===== config.mk =====
export PLATFORM = sky130hd
export DESIGN_NAME = inst_fetcher
export DESIGN_NICKNAME = d
export VERILOG_FILES = /design/src/rtl/inst_fetcher_pkg.sv /design/src/rtl/inst_fetcher_queue.sv /design/src/rtl/inst_fetcher.sv
export SDC_FILE = /design/constraint.sdc
export NUM_CORES = 1
export LEC_CHECK = 0
export ABC_CLOCK_PERIOD_IN_PS = 17410
export BUFFER_PORTS_ARGS = -buffer_cell sky130_fd_sc_hd__buf_4
export CORE_UTILIZATION = 64
export DETAILED_ROUTE_END_ITERATION = 8
export PLACE_DENSITY = 0.86
export SYNTH_ARGS = -nofsm -noshare
export SYNTH_HDL_FRONTEND = slang
export SYNTH_HIERARCHICAL = 1
export SYNTH_SLANG_ARGS = --single-unit
export TNS_END_PERCENT = 1

===== constraint.sdc =====
create_clock -name clk -period 17.41 [get_ports clk]
set_clock_uncertainty 0.2 [all_clocks]
set_input_delay 2.6115 -clock clk [delete_from_list [all_inputs] [get_ports clk]]
set_output_delay 2.6115 -clock clk [all_outputs]
set_load 0.005 [all_outputs]

===== src/rtl/inst_fetcher_pkg.sv =====
// Shared fetch definitions: JAL opcode, fetch FSM states, queue entry layout
// and the J-type immediate extraction shared with the decoder.
package inst_fetcher_pkg;

    localparam logic [6:0] OPC_JAL = 7'b1101111;

    typedef enum logic [1:0] {
        FETCH_IDLE  = 2'd0,
        FETCH_ISSUE = 2'd1,
        FETCH_WAIT  = 2'd2
    } fetch_state_e;

    typedef struct packed {
        logic        pred;
        logic [31:0] pc;
        logic [31:0] inst;
    } iq_entry_t;

    function automatic logic [31:0] imm_j(input logic [31:0] w);
        return {{12{w[31]}}, w[19:12], w[20], w[30:21], 1'b0};
    endfunction

endpackage


===== src/rtl/inst_fetcher_queue.sv =====
// In-order instruction queue of {pred, pc, inst}; clear overrides push/pop,
// pop on empty is ignored, head reads as zero while empty.
module inst_fetcher_queue
    import inst_fetcher_pkg::*;
#(
    parameter int unsigned DEPTH = 4
) (
    input  logic                     clk,
    input  logic                     rst,
    input  logic                     clear,
    input  logic                     push,
    input  iq_entry_t                push_data,
    input  logic                     pop,
    output iq_entry_t                head_data,
    output logic                     full,
    output logic                     empty,
    output logic [$clog2(DEPTH):0]   count
);

    localparam int unsigned AW = $clog2(DEPTH);
    localparam int unsigned CW = AW + 1;

    logic [AW-1:0] wr_ptr_q, wr_ptr_d;
    logic [AW-1:0] rd_ptr_q, rd_ptr_d;
    logic [CW-1:0] count_q, count_d;
    iq_entry_t     mem_q [DEPTH];
    iq_entry_t     mem_d [DEPTH];
    logic          push_eff;
    logic          pop_eff;

    assign empty = (count_q == '0);
    assign full  = (count_q == CW'(DEPTH));
    assign count = count_q;

    // A push into a full queue is accepted only when a pop frees the slot.
    assign pop_eff  = pop && !empty;
    assign push_eff = push && (!full || pop_eff);

    assign head_data = empty ? '0 : mem_q[rd_ptr_q];

    always_comb begin
        mem_d    = mem_q;
        wr_ptr_d = wr_ptr_q;
        rd_ptr_d = rd_ptr_q;
        count_d  = count_q;
        if (clear) begin
            wr_ptr_d = '0;
            rd_ptr_d = '0;
            count_d  = '0;
        end else begin
            if (push_eff) begin
                mem_d[wr_ptr_q] = push_data;
                wr_ptr_d        = wr_ptr_q + 1'b1;
            end
            if (pop_eff) begin
                rd_ptr_d = rd_ptr_q + 1'b1;
            end
            count_d = count_q + CW'(push_eff) - CW'(pop_eff);
        end
    end

    always_ff @(posedge clk) begin
        if (rst) begin
            wr_ptr_q <= '0;
            rd_ptr_q <= '0;
            count_q  <= '0;
        end else begin
            wr_ptr_q <= wr_ptr_d;
            rd_ptr_q <= rd_ptr_d;
            count_q  <= count_d;
        end
    end

    always_ff @(posedge clk) begin
        mem_q <= mem_d;
    end

endmodule


===== src/rtl/inst_fetcher.sv =====
// Byte-serial instruction fetcher feeding the decoder through an in-order queue.
// Optional JAL predecode redirect is enabled by defining FETCH_JAL_PREDICT_EN.
module inst_fetcher
    import inst_fetcher_pkg::*;
#(
    parameter int unsigned IQ_DEPTH = 4,
    parameter logic [31:0] RESET_PC = 32'h0
) (
    input  logic        clk,
    input  logic        rst,
    input  logic        flush,
    input  logic [31:0] flush_pc,
    output logic        mem_req,
    output logic [31:0] mem_addr,
    input  logic        mem_gnt,
    input  logic [7:0]  mem_rdata,
    output logic        inst_valid,
    output logic [31:0] inst_out,
    output logic [31:0] inst_pc,
    input  logic        inst_ready,
    output logic        inst_pred
);

    localparam int unsigned CW = $clog2(IQ_DEPTH) + 1;

    fetch_state_e    state_q, state_d;
    logic [31:0]     pc_q, pc_d;
    logic [1:0]      byte_idx_q, byte_idx_d;
    logic [2:0][7:0] bytes_q, bytes_d;
    logic            rd_pend_q, rd_pend_d;
    logic [1:0]      rd_slot_q, rd_slot_d;

    logic            iq_push;
    logic            iq_full;
    logic            iq_empty;
    logic [CW-1:0]   iq_count;
    iq_entry_t       push_entry;
    iq_entry_t       head;

    logic [31:0]     word;
    logic [31:0]     next_pc;
    logic            is_jal;
    logic            pop_fire;
    logic            full_after_push;

    // Byte 3 is never stored: it arrives in the WAIT cycle and goes straight into the word.
    assign word            = {mem_rdata, bytes_q[2], bytes_q[1], bytes_q[0]};
    assign pop_fire        = inst_ready && !iq_empty;
    assign full_after_push = (iq_count == CW'(IQ_DEPTH - 1)) && !pop_fire;

`ifdef FETCH_JAL_PREDICT_EN
    always_comb begin
        is_jal  = (word[6:0] == OPC_JAL);
        next_pc = is_jal ? (pc_q + imm_j(word)) : (pc_q + 32'd4);
    end
`else
    always_comb begin
        is_jal  = 1'b0;
        next_pc = pc_q + 32'd4;
    end
`endif

    assign push_entry = '{pred: is_jal, pc: pc_q, inst: word};

    always_comb begin
        state_d    = state_q;
        pc_d       = pc_q;
        byte_idx_d = byte_idx_q;
        bytes_d    = bytes_q;
        rd_pend_d  = 1'b0;
        rd_slot_d  = rd_slot_q;
        iq_push    = 1'b0;
        mem_req    = 1'b0;
        mem_addr   = '0;

        if (rd_pend_q) begin
            case (rd_slot_q)
                2'd0:    bytes_d[0] = mem_rdata;
                2'd1:    bytes_d[1] = mem_rdata;
                2'd2:    bytes_d[2] = mem_rdata;
                default: ;
            endcase
        end

        case (state_q)
            FETCH_IDLE: begin
                // A pop this cycle frees a slot, so fetching resumes immediately.
                if (!iq_full || pop_fire) begin
                    state_d = FETCH_ISSUE;
                end
            end
            FETCH_ISSUE: begin
                mem_req  = 1'b1;
                mem_addr = pc_q + {30'd0, byte_idx_q};
                if (mem_gnt) begin
                    rd_pend_d  = 1'b1;
                    rd_slot_d  = byte_idx_q;
                    byte_idx_d = byte_idx_q + 2'd1;
                    if (byte_idx_q == 2'd3) begin
                        state_d = FETCH_WAIT;
                    end
                end
            end
            FETCH_WAIT: begin
                iq_push    = 1'b1;
                pc_d       = next_pc;
                byte_idx_d = 2'd0;
                state_d    = full_after_push ? FETCH_IDLE : FETCH_ISSUE;
            end
            default: state_d = FETCH_IDLE;
        endcase

        if (flush) begin
            state_d    = FETCH_ISSUE;
            pc_d       = flush_pc;
            byte_idx_d = 2'd0;
            rd_pend_d  = 1'b0;
            iq_push    = 1'b0;
        end
    end

    always_ff @(posedge clk) begin
        if (rst) begin
            state_q    <= FETCH_IDLE;
            pc_q       <= RESET_PC;
            byte_idx_q <= 2'd0;
            bytes_q    <= '0;
            rd_pend_q  <= 1'b0;
            rd_slot_q  <= 2'd0;
        end else begin
            state_q    <= state_d;
            pc_q       <= pc_d;
            byte_idx_q <= byte_idx_d;
            bytes_q    <= bytes_d;
            rd_pend_q  <= rd_pend_d;
            rd_slot_q  <= rd_slot_d;
        end
    end

    inst_fetcher_queue #(
        .DEPTH(IQ_DEPTH)
    ) u_queue (
        .clk      (clk),
        .rst      (rst),
        .clear    (flush),
        .push     (iq_push),
        .push_data(push_entry),
        .pop      (inst_ready),
        .head_data(head),
        .full     (iq_full),
        .empty    (iq_empty),
        .count    (iq_count)
    );

    assign inst_valid = !iq_empty;
    assign inst_out   = head.inst;
    assign inst_pc    = head.pc;
    assign inst_pred  = head.pred;

endmodule

==> flow_summary_export.csv, run 1 <==
group,metric,value,unit
status,status,"finished clean",
logic_synthesis,yosys.area.top_type_share,54.76,%
logic_synthesis,yosys_warnings,6,
timing,period_share,34.81,%
floorplan,die_x,151.3,um
layout,final_common_cell,"edfxtp_1",
logic_synthesis,ys_seq_area_share,64.58,%
layout,diodes,0,
layout,utilization,75.51,%
power_and_ir_drop,leakage,5.592,nW
setup_path,reg2reg_from,"u_queue/count[1]",
detailed_routing,drt_first_pass_iters,5,
power_and_ir_drop,powerDensity,97.68,nW/um2
global_routing,grt_max_degree,67,
clock_network,cts_resized,0,
detailed_routing,routed-via-count,8735,
setup_path,required,14.60,ns
timing,hold_slack,0.2977,ns
clock_network,htreeDepth,2,
global_routing,grt_pass1_vias,8279,
power_and_ir_drop,power,1.610,mW
power_and_ir_drop,p_seq_share,53.9,%
logic_synthesis,synth_edf_count,260,
timing,finalSetupViolCount,0,
floorplan,core_area,21820,um2
global_routing,overflow,0,
timing,hold_viol_final,0,
timing,worstMarginPinSlew,1.138,ns
global_routing,antenna_found_initial,0,
detailed_routing,drc,0,
timing,post-route-min-period,6.060,ns
setup_path,cp-start-kind,"flip-flop",
setup_path,critPathLaunch,"byte_idx_q[0]",
clock_network,cts_root_buf,"clkbuf_16",
timing,timing.fmax,165.0,MHz
clock_network,hold_buffers,0,
logic_synthesis,synth-seq-cells,330,
clock_network,clockBufferDepth,3,
logic_synthesis,synth_cells,946,
layout,syn_to_final_growth,15.57,%
flow_run,cap_viol_max_count,0,
timing,slew_headroom,24.14,%
global_routing,globalRouteTotalUtil,27.66,%
worst_hold_path,holdCritPathClass,"reg -> reg",
logic_synthesis,avgSynthCellArea,15.07,um2
floorplan,die_h,151.3,um
detailed_routing,drt_iter0_drc,801,
setup_path,reg2reg_slack,13.92,ns
layout,drive_gt1_share,26.87,%
power_and_ir_drop,swShare,20.44,%
power_and_ir_drop,combPwrFrac,2.9,%
placement,routabilityCongestion,0.9160,
power_and_ir_drop,p_clk_share,43.2,%
logic_synthesis,synth-async-reset-ratio,0,%
clock_network,cts_made_buffers,34,
worst_hold_path,hold_start,"rd_slot_q[0]",
global_routing,grt_pass1_wl,46890,um
detailed_routing,drt-vias-per-instance,6.357,
setup_path,r2r_end,"u_queue/count[2]",
floorplan,io_pins,144,
timing,finalSetupTns,0,ns
clock_network,cts_sinks,330,
setup_path,end_kind,"primary output",
clock_network,post-cts-setup-buffer-count,0,
floorplan,start_util,65.34,%
logic_synthesis,synthFlopType,"edfxtp_1",
placement,dp_hpwl,18060,um
setup_path,ff2ff_path_depth,11,
power_and_ir_drop,p_sw,0.3290,mW
layout,n_fill_cell,1292,
setup_path,crit_path_end,"mem_addr[21]",
clock_network,cts_tree,"built",
layout,final_cell_mix,"edfxtp_1, buf_4, dfxtp_1",
detailed_routing,antenna_left,0,
floorplan,die_area,22880,um2
clock_network,clk_pin_slew,0.06,ns
placement,io_buffers,143,
layout,nets,1128,
setup_path,critPathMaxFanout,17,
logic_synthesis,yosys.area.top_type,"edfxtp_1",
detailed_routing,wl,30690,um
logic_synthesis,yosysUniqueCellTypes,70,
logic_synthesis,synth_area_leaders,"edfxtp_1, mux4_2, dfxtp_1",
power_and_ir_drop,ir_worst_vdd,0.00008244,V
timing,rsz0062_at_grt,"false",
floorplan,rows,54,
clock_network,clk-insertion-delay-late,0.50,ns
power_and_ir_drop,p_int,1.281,mW
timing,worst_slack,11.35,ns
detailed_routing,wl_per_cell,22.34,um
setup_path,critical_path_arrival,3.25,ns
setup_path,crit_type,"reg -> out",
placement,place_ws,11.94,ns
timing,drv_slew,0,
logic_synthesis,synth_area,14260,um2
-- worst min path at each step --
stage | to | cells past startpoint | slack, ns
final | rd_slot_q[0] | 2 | 0.30
after global routing | u_queue/mem_q[88] | 0 | 0.32
after CTS | rd_slot_q[0] | 2 | 0.29
after detailed placement | rd_slot_q[0] | 2 | 0.29
after global placement | rd_slot_q[1] | 2 | 0.27
after floorplan | u_queue/mem_q[101] | 0 | 0.25
-- synth_stat cells (all sizes together), types with 5 or more instances --
library cell / number
ha: 10
nand4: 22
xor2: 10
mux2i: 29
or3: 12
clkbuf: 36
nor2b: 65
buf: 31
and4: 5
dfxtp: 70
or4: 14
nor3b: 7
nand2: 32
o31ai: 7
mux4: 65
edfxtp: 260
a211oi: 8
and2: 8
inv: 19
o21ai: 17
nand3: 15
nor3: 14
a21oi: 28
nor2: 67
xnor2: 15
a2111oi: 7
nor4b: 5
nor4: 13
-- per-stage QoR --
step | cell area (um2) | cells
floorplan | 14270 | 949
global placement | 15410 | 1315
detailed placement | 15410 | 1315
CTS | 16480 | 1374
global route | 16480 | 1374
finish | 16480 | 1374
-- area by class of cell --
type | count | area (um2) | share of cell area [%]
sequential | 330 | 9214 | 55.91
multi-input combinational | 532 | 4623 | 28.06
timing repair buffer | 153 | 1149 | 6.970
clock buffer | 51 | 985.9 | 5.983
tap | 280 | 350.3 | 2.126
clock inverter | 8 | 81.33 | 0.4935
inverter | 20 | 75.07 | 0.4556
-- routing by layer --
| layer | GRT usage (%) | share of wire, % | routed length [um] |
|---|---|---|---|
| met5 | 0 | 0 | 0 |
| met1 | 39.33 | 41 | 12480 |
| met3 | 4.639 | 8.3 | 2552 |
| met4 | 6.400 | 1.8 | 542 |
| met2 | 45.09 | 49 | 15120 |
-- critical path, cell delays in order, from the launching register on --
cell and delay, ns:
dfxtp_1 0.43, ha_1 0.24, a21oi_1 0.26, or4_1 0.86
or4b_1 0.57, a21oi_1 0.22, buf_4 0.15
-- logic make-up after synthesis --
kind of cell	count (synthesis)	synth area share, %
compound gates	95	4.668
fa+ha+maj	12	1.158
mux	96	12.46
xor+xnor	25	1.536
simple gates	300	12.31
other cells	1	0.02630
buf+inv	87	3.255
flops	330	64.58
-- power groups by stage --
stage	Clock (mW)	Combinational [mW]	Sequential, mW
floorplan	0	0.0271	0.876
global placement	0	0.0440	0.883
detailed placement	0	0.0452	0.884
CTS	0.703	0.0457	0.868
global route	0.733	0.0497	0.869
finish	0.695	0.0462	0.868
-- flip-flops by register name, summed over array words and instances (netlist names) --
signal	flops
u_queue/mem_q	260
pc_q	32
bytes_q	24
u_queue/count	3
byte_idx_q	2
rd_slot_q	2
state_q	2
u_queue/rd_ptr_q	2
u_queue/wr_ptr_q	2
rd_pend_q	1
Note: power is estimated with default switching activity, not from simulation.
==> run 2: changes to the inputs <==
--- a/config.mk
+++ b/config.mk
@@ -5,11 +5,11 @@
 export SDC_FILE = /design/constraint.sdc
 export NUM_CORES = 1
 export LEC_CHECK = 0
-export ABC_CLOCK_PERIOD_IN_PS = 17410
+export ABC_CLOCK_PERIOD_IN_PS = 5500
 export BUFFER_PORTS_ARGS = -buffer_cell sky130_fd_sc_hd__buf_4
-export CORE_UTILIZATION = 64
+export CORE_UTILIZATION = 53
 export DETAILED_ROUTE_END_ITERATION = 8
-export PLACE_DENSITY = 0.86
+export PLACE_DENSITY = 0.76
 export SYNTH_ARGS = -nofsm -noshare
 export SYNTH_HDL_FRONTEND = slang
 export SYNTH_HIERARCHICAL = 1
==> constraint.sdc (replaced) <==
create_clock -name clk -period 5.5 [get_ports clk]
set_clock_uncertainty 0.2 [all_clocks]
set_input_delay 0.825 -clock clk [delete_from_list [all_inputs] [get_ports clk]]
set_output_delay 0.825 -clock clk [all_outputs]
set_load 0.005 [all_outputs]
==> run 2 against run 1 <==
Net effect: the flow now finishes with violations (DRC); power rose to 3.2 times the previous value; sequential cell count unchanged; core utilization down 12 points; first-iteration DRC count increased by 20%; sequential share of layout area down 0.53 points; cell count rose by 4.7%; register-to-register slack lost 12 ns; setup slack worse by 10 ns; worst hold slack better by 0.0026 ns; largest cell class unchanged; largest power group unchanged; highest routed layer unchanged.
==> flow_summary_export.csv, run 2 (synthesized netlist as in run 1, its figures left out) <==
group,metric,value,unit
setup_path,cp_slowest_stage_delay,0.82,ns
setup_path,critical_path_arrival,3.14,ns
setup_path,reg2reg_slack,2.26,ns
global_routing,antenna_found_initial,0,
layout,postLayoutCellArea,16640,um2
power_and_ir_drop,p_sw,1.048,mW
layout,final_common_cell,"edfxtp_1",
timing,rsz0062_at_grt,"false",
layout,diodes,0,
timing,worst_slack,1.331,ns
layout,n_fill_cell,1903,
power_and_ir_drop,combPwrFrac,2.8,%
setup_path,crit_type,"reg -> out",
timing,drv_slew,0,
detailed_routing,wl_per_cell,21.71,um
timing,slew_headroom,27.25,%
timing,period_share,75.80,%
placement,io_buffers,143,
detailed_routing,drt_iter0_drc,962,
floorplan,io_pins,144,
setup_path,path_cells,"nand3_1 -> or4_1 -> or3_2 -> a21oi_1 -> buf_4",
timing,hold_viol_final,0,
setup_path,critPathMaxFanout,14,
worst_hold_path,hold_end,"u_queue/mem_q[134]",
detailed_routing,drc,8,
layout,largest_reg_flops,260,
timing,hold_slack,0.3003,ns
placement,place_ws,1.934,ns
layout,top_register,"u_queue/mem_q",
timing,finalSetupViolCount,0,
placement,dp_hpwl,19210,um
clock_network,cts_root_buf,"clkbuf_16",
flow_run,cap_viol_max_count,0,
timing,finalSetupTns,0,ns
floorplan,die_h,166.0,um
setup_path,cp-start-kind,"flip-flop",
floorplan,die_area,27560,um2
power_and_ir_drop,powerDensity,309.5,nW/um2
global_routing,grt_pass1_vias,8479,
layout,biggestRegsByFlops,"u_queue/mem_q x260, pc_q x32, bytes_q x24",
clock_network,clk-insertion-delay-late,0.50,ns
setup_path,end_kind,"primary output",
floorplan,rows,59,
detailed_routing,drt-vias-per-instance,6.008,
detailed_routing,drt_first_pass_iters,9,
global_routing,globalRouteTotalUtil,22.91,%
timing,post-route-min-period,4.169,ns
timing,worstMarginPinSlew,1.088,ns
detailed_routing,antenna_left,0,
layout,nets,1135,
worst_hold_path,hold_start,"bytes_q[4]",
setup_path,r2r_end,"u_queue/count[2]",
clock_network,clk_pin_slew,0.06,ns
power_and_ir_drop,swShare,20.35,%
setup_path,ff2ff_path_depth,11,
power_and_ir_drop,p_clk_share,43.8,%
worst_hold_path,holdCritPathClass,"reg -> reg",
layout,layout.cells.non_filler,1439,
power_and_ir_drop,leakage,5.641,nW
clock_network,clockBufferDepth,3,
clock_network,cts_sinks,330,
global_routing,overflow,0,
placement,dpl_cell_area,15530,um2
placement,routabilityCongestion,0.8875,
clock_network,cts_resized,0,
power_and_ir_drop,p_int,4.102,mW
layout,drive_gt1_share,27.26,%
layout,final_cell_mix,"edfxtp_1, buf_4, dfxtp_1",
clock_network,cts_made_buffers,35,
setup_path,slowest_stage,"or4_1",
floorplan,core_area,26210,um2
layout,syn_to_final_growth,16.68,%
floorplan,die_x,166.0,um
global_routing,grt_max_degree,67,
floorplan,start_util,54.41,%
clock_network,hold_buffers,0,
clock_network,cts_tree,"built",
power_and_ir_drop,ir_worst_vdd,0.0001731,V
status,status,"finished with violations",
status,violations,"DRC",
global_routing,grt_pass1_wl,48650,um
setup_path,required,4.47,ns
detailed_routing,routed-via-count,8645,
clock_network,post-cts-setup-buffer-count,0,
power_and_ir_drop,p_seq_share,53.4,%
setup_path,reg2reg_from,"state_q[1]",
detailed_routing,wl,31240,um
placement,place_inst,1376,
clock_network,htreeDepth,2,
timing,timing.fmax,239.9,MHz
worst_hold_path,worstHoldPathCells,0,
## run 2: changes by cell type in the layout (fill, tap and decap cells not counted)
cell	previous run	this run
clkbuf_1	11	9
clkbuf_16	35	37
clkinvlp_4	1	2
clkinv_4	0	2
nor3b_1	3	2
clkinv_8	1	0
nor3b_2	4	5
inv_6	1	0
clkbuf_8	5	1
buf_4	153	159
bufinv_16	1	2
clkinv_1	2	8
## run 2: layer usage
metal / global-route usage (%) / vias to the layer above / part of all wire [%]
met3: 3.718 / 44 / 7.4
met1: 32.41 / 4289 / 42
met5: 0 / - / 0
met2: 37.66 / 396 / 49
li1: - / 3916 / -
met4: 5.079 / 0 / 1.4
## run 2: worst max-delay path by stage
stage                        from  cells after the start                to  slack [ns]
after floorplan             flush                      6  u_queue/mem_q[0]       -1.87
after global placement    pc_q[7]                      5      mem_addr[21]        2.01
after detailed placement  pc_q[4]                      5      mem_addr[17]        1.93
after CTS                 pc_q[7]                      5      mem_addr[21]        1.38
after global routing      pc_q[7]                      5      mem_addr[21]        1.20
final                     pc_q[4]                      5      mem_addr[17]        1.33
## run 2: critical path, delay by kind of cell (launching register included)
kind	cells	cell delay [ns]
DFF	1	0.56
and+or+nand+nor	3	1.77
buffers and inverters	1	0.13
AOI/OAI and AO/OA	1	0.18
## run 2: stage by stage
step                power [mW]  util (%)
floorplan                2.860         -
global placement         2.938     59.26
detailed placement       2.943     59.26
CTS                      5.186     63.49
global route             5.308     63.49
finish                   5.150     63.49
## run 2: cell type report
class	count	area (um2)	area share, %
sequential	330	9214	55.38
inverter	20	75.07	0.4512
multi-input combinational	532	4628	27.82
timing repair buffer	159	1194	7.175
tap	335	419.2	2.519
clock buffer	47	973.4	5.851
clock inverter	16	133.9	0.8047
## run 2: power groups by stage
stage	sequential, mW	clock [mW]	combinational, mW
6_report	2.75	2.26	0.145
5_1_grt	2.75	2.40	0.157
4_1_cts	2.75	2.29	0.144
3_5_place_dp	2.80	0	0.143
3_3_place_gp	2.80	0	0.141
2_1_floorplan	2.77	0	0.0857
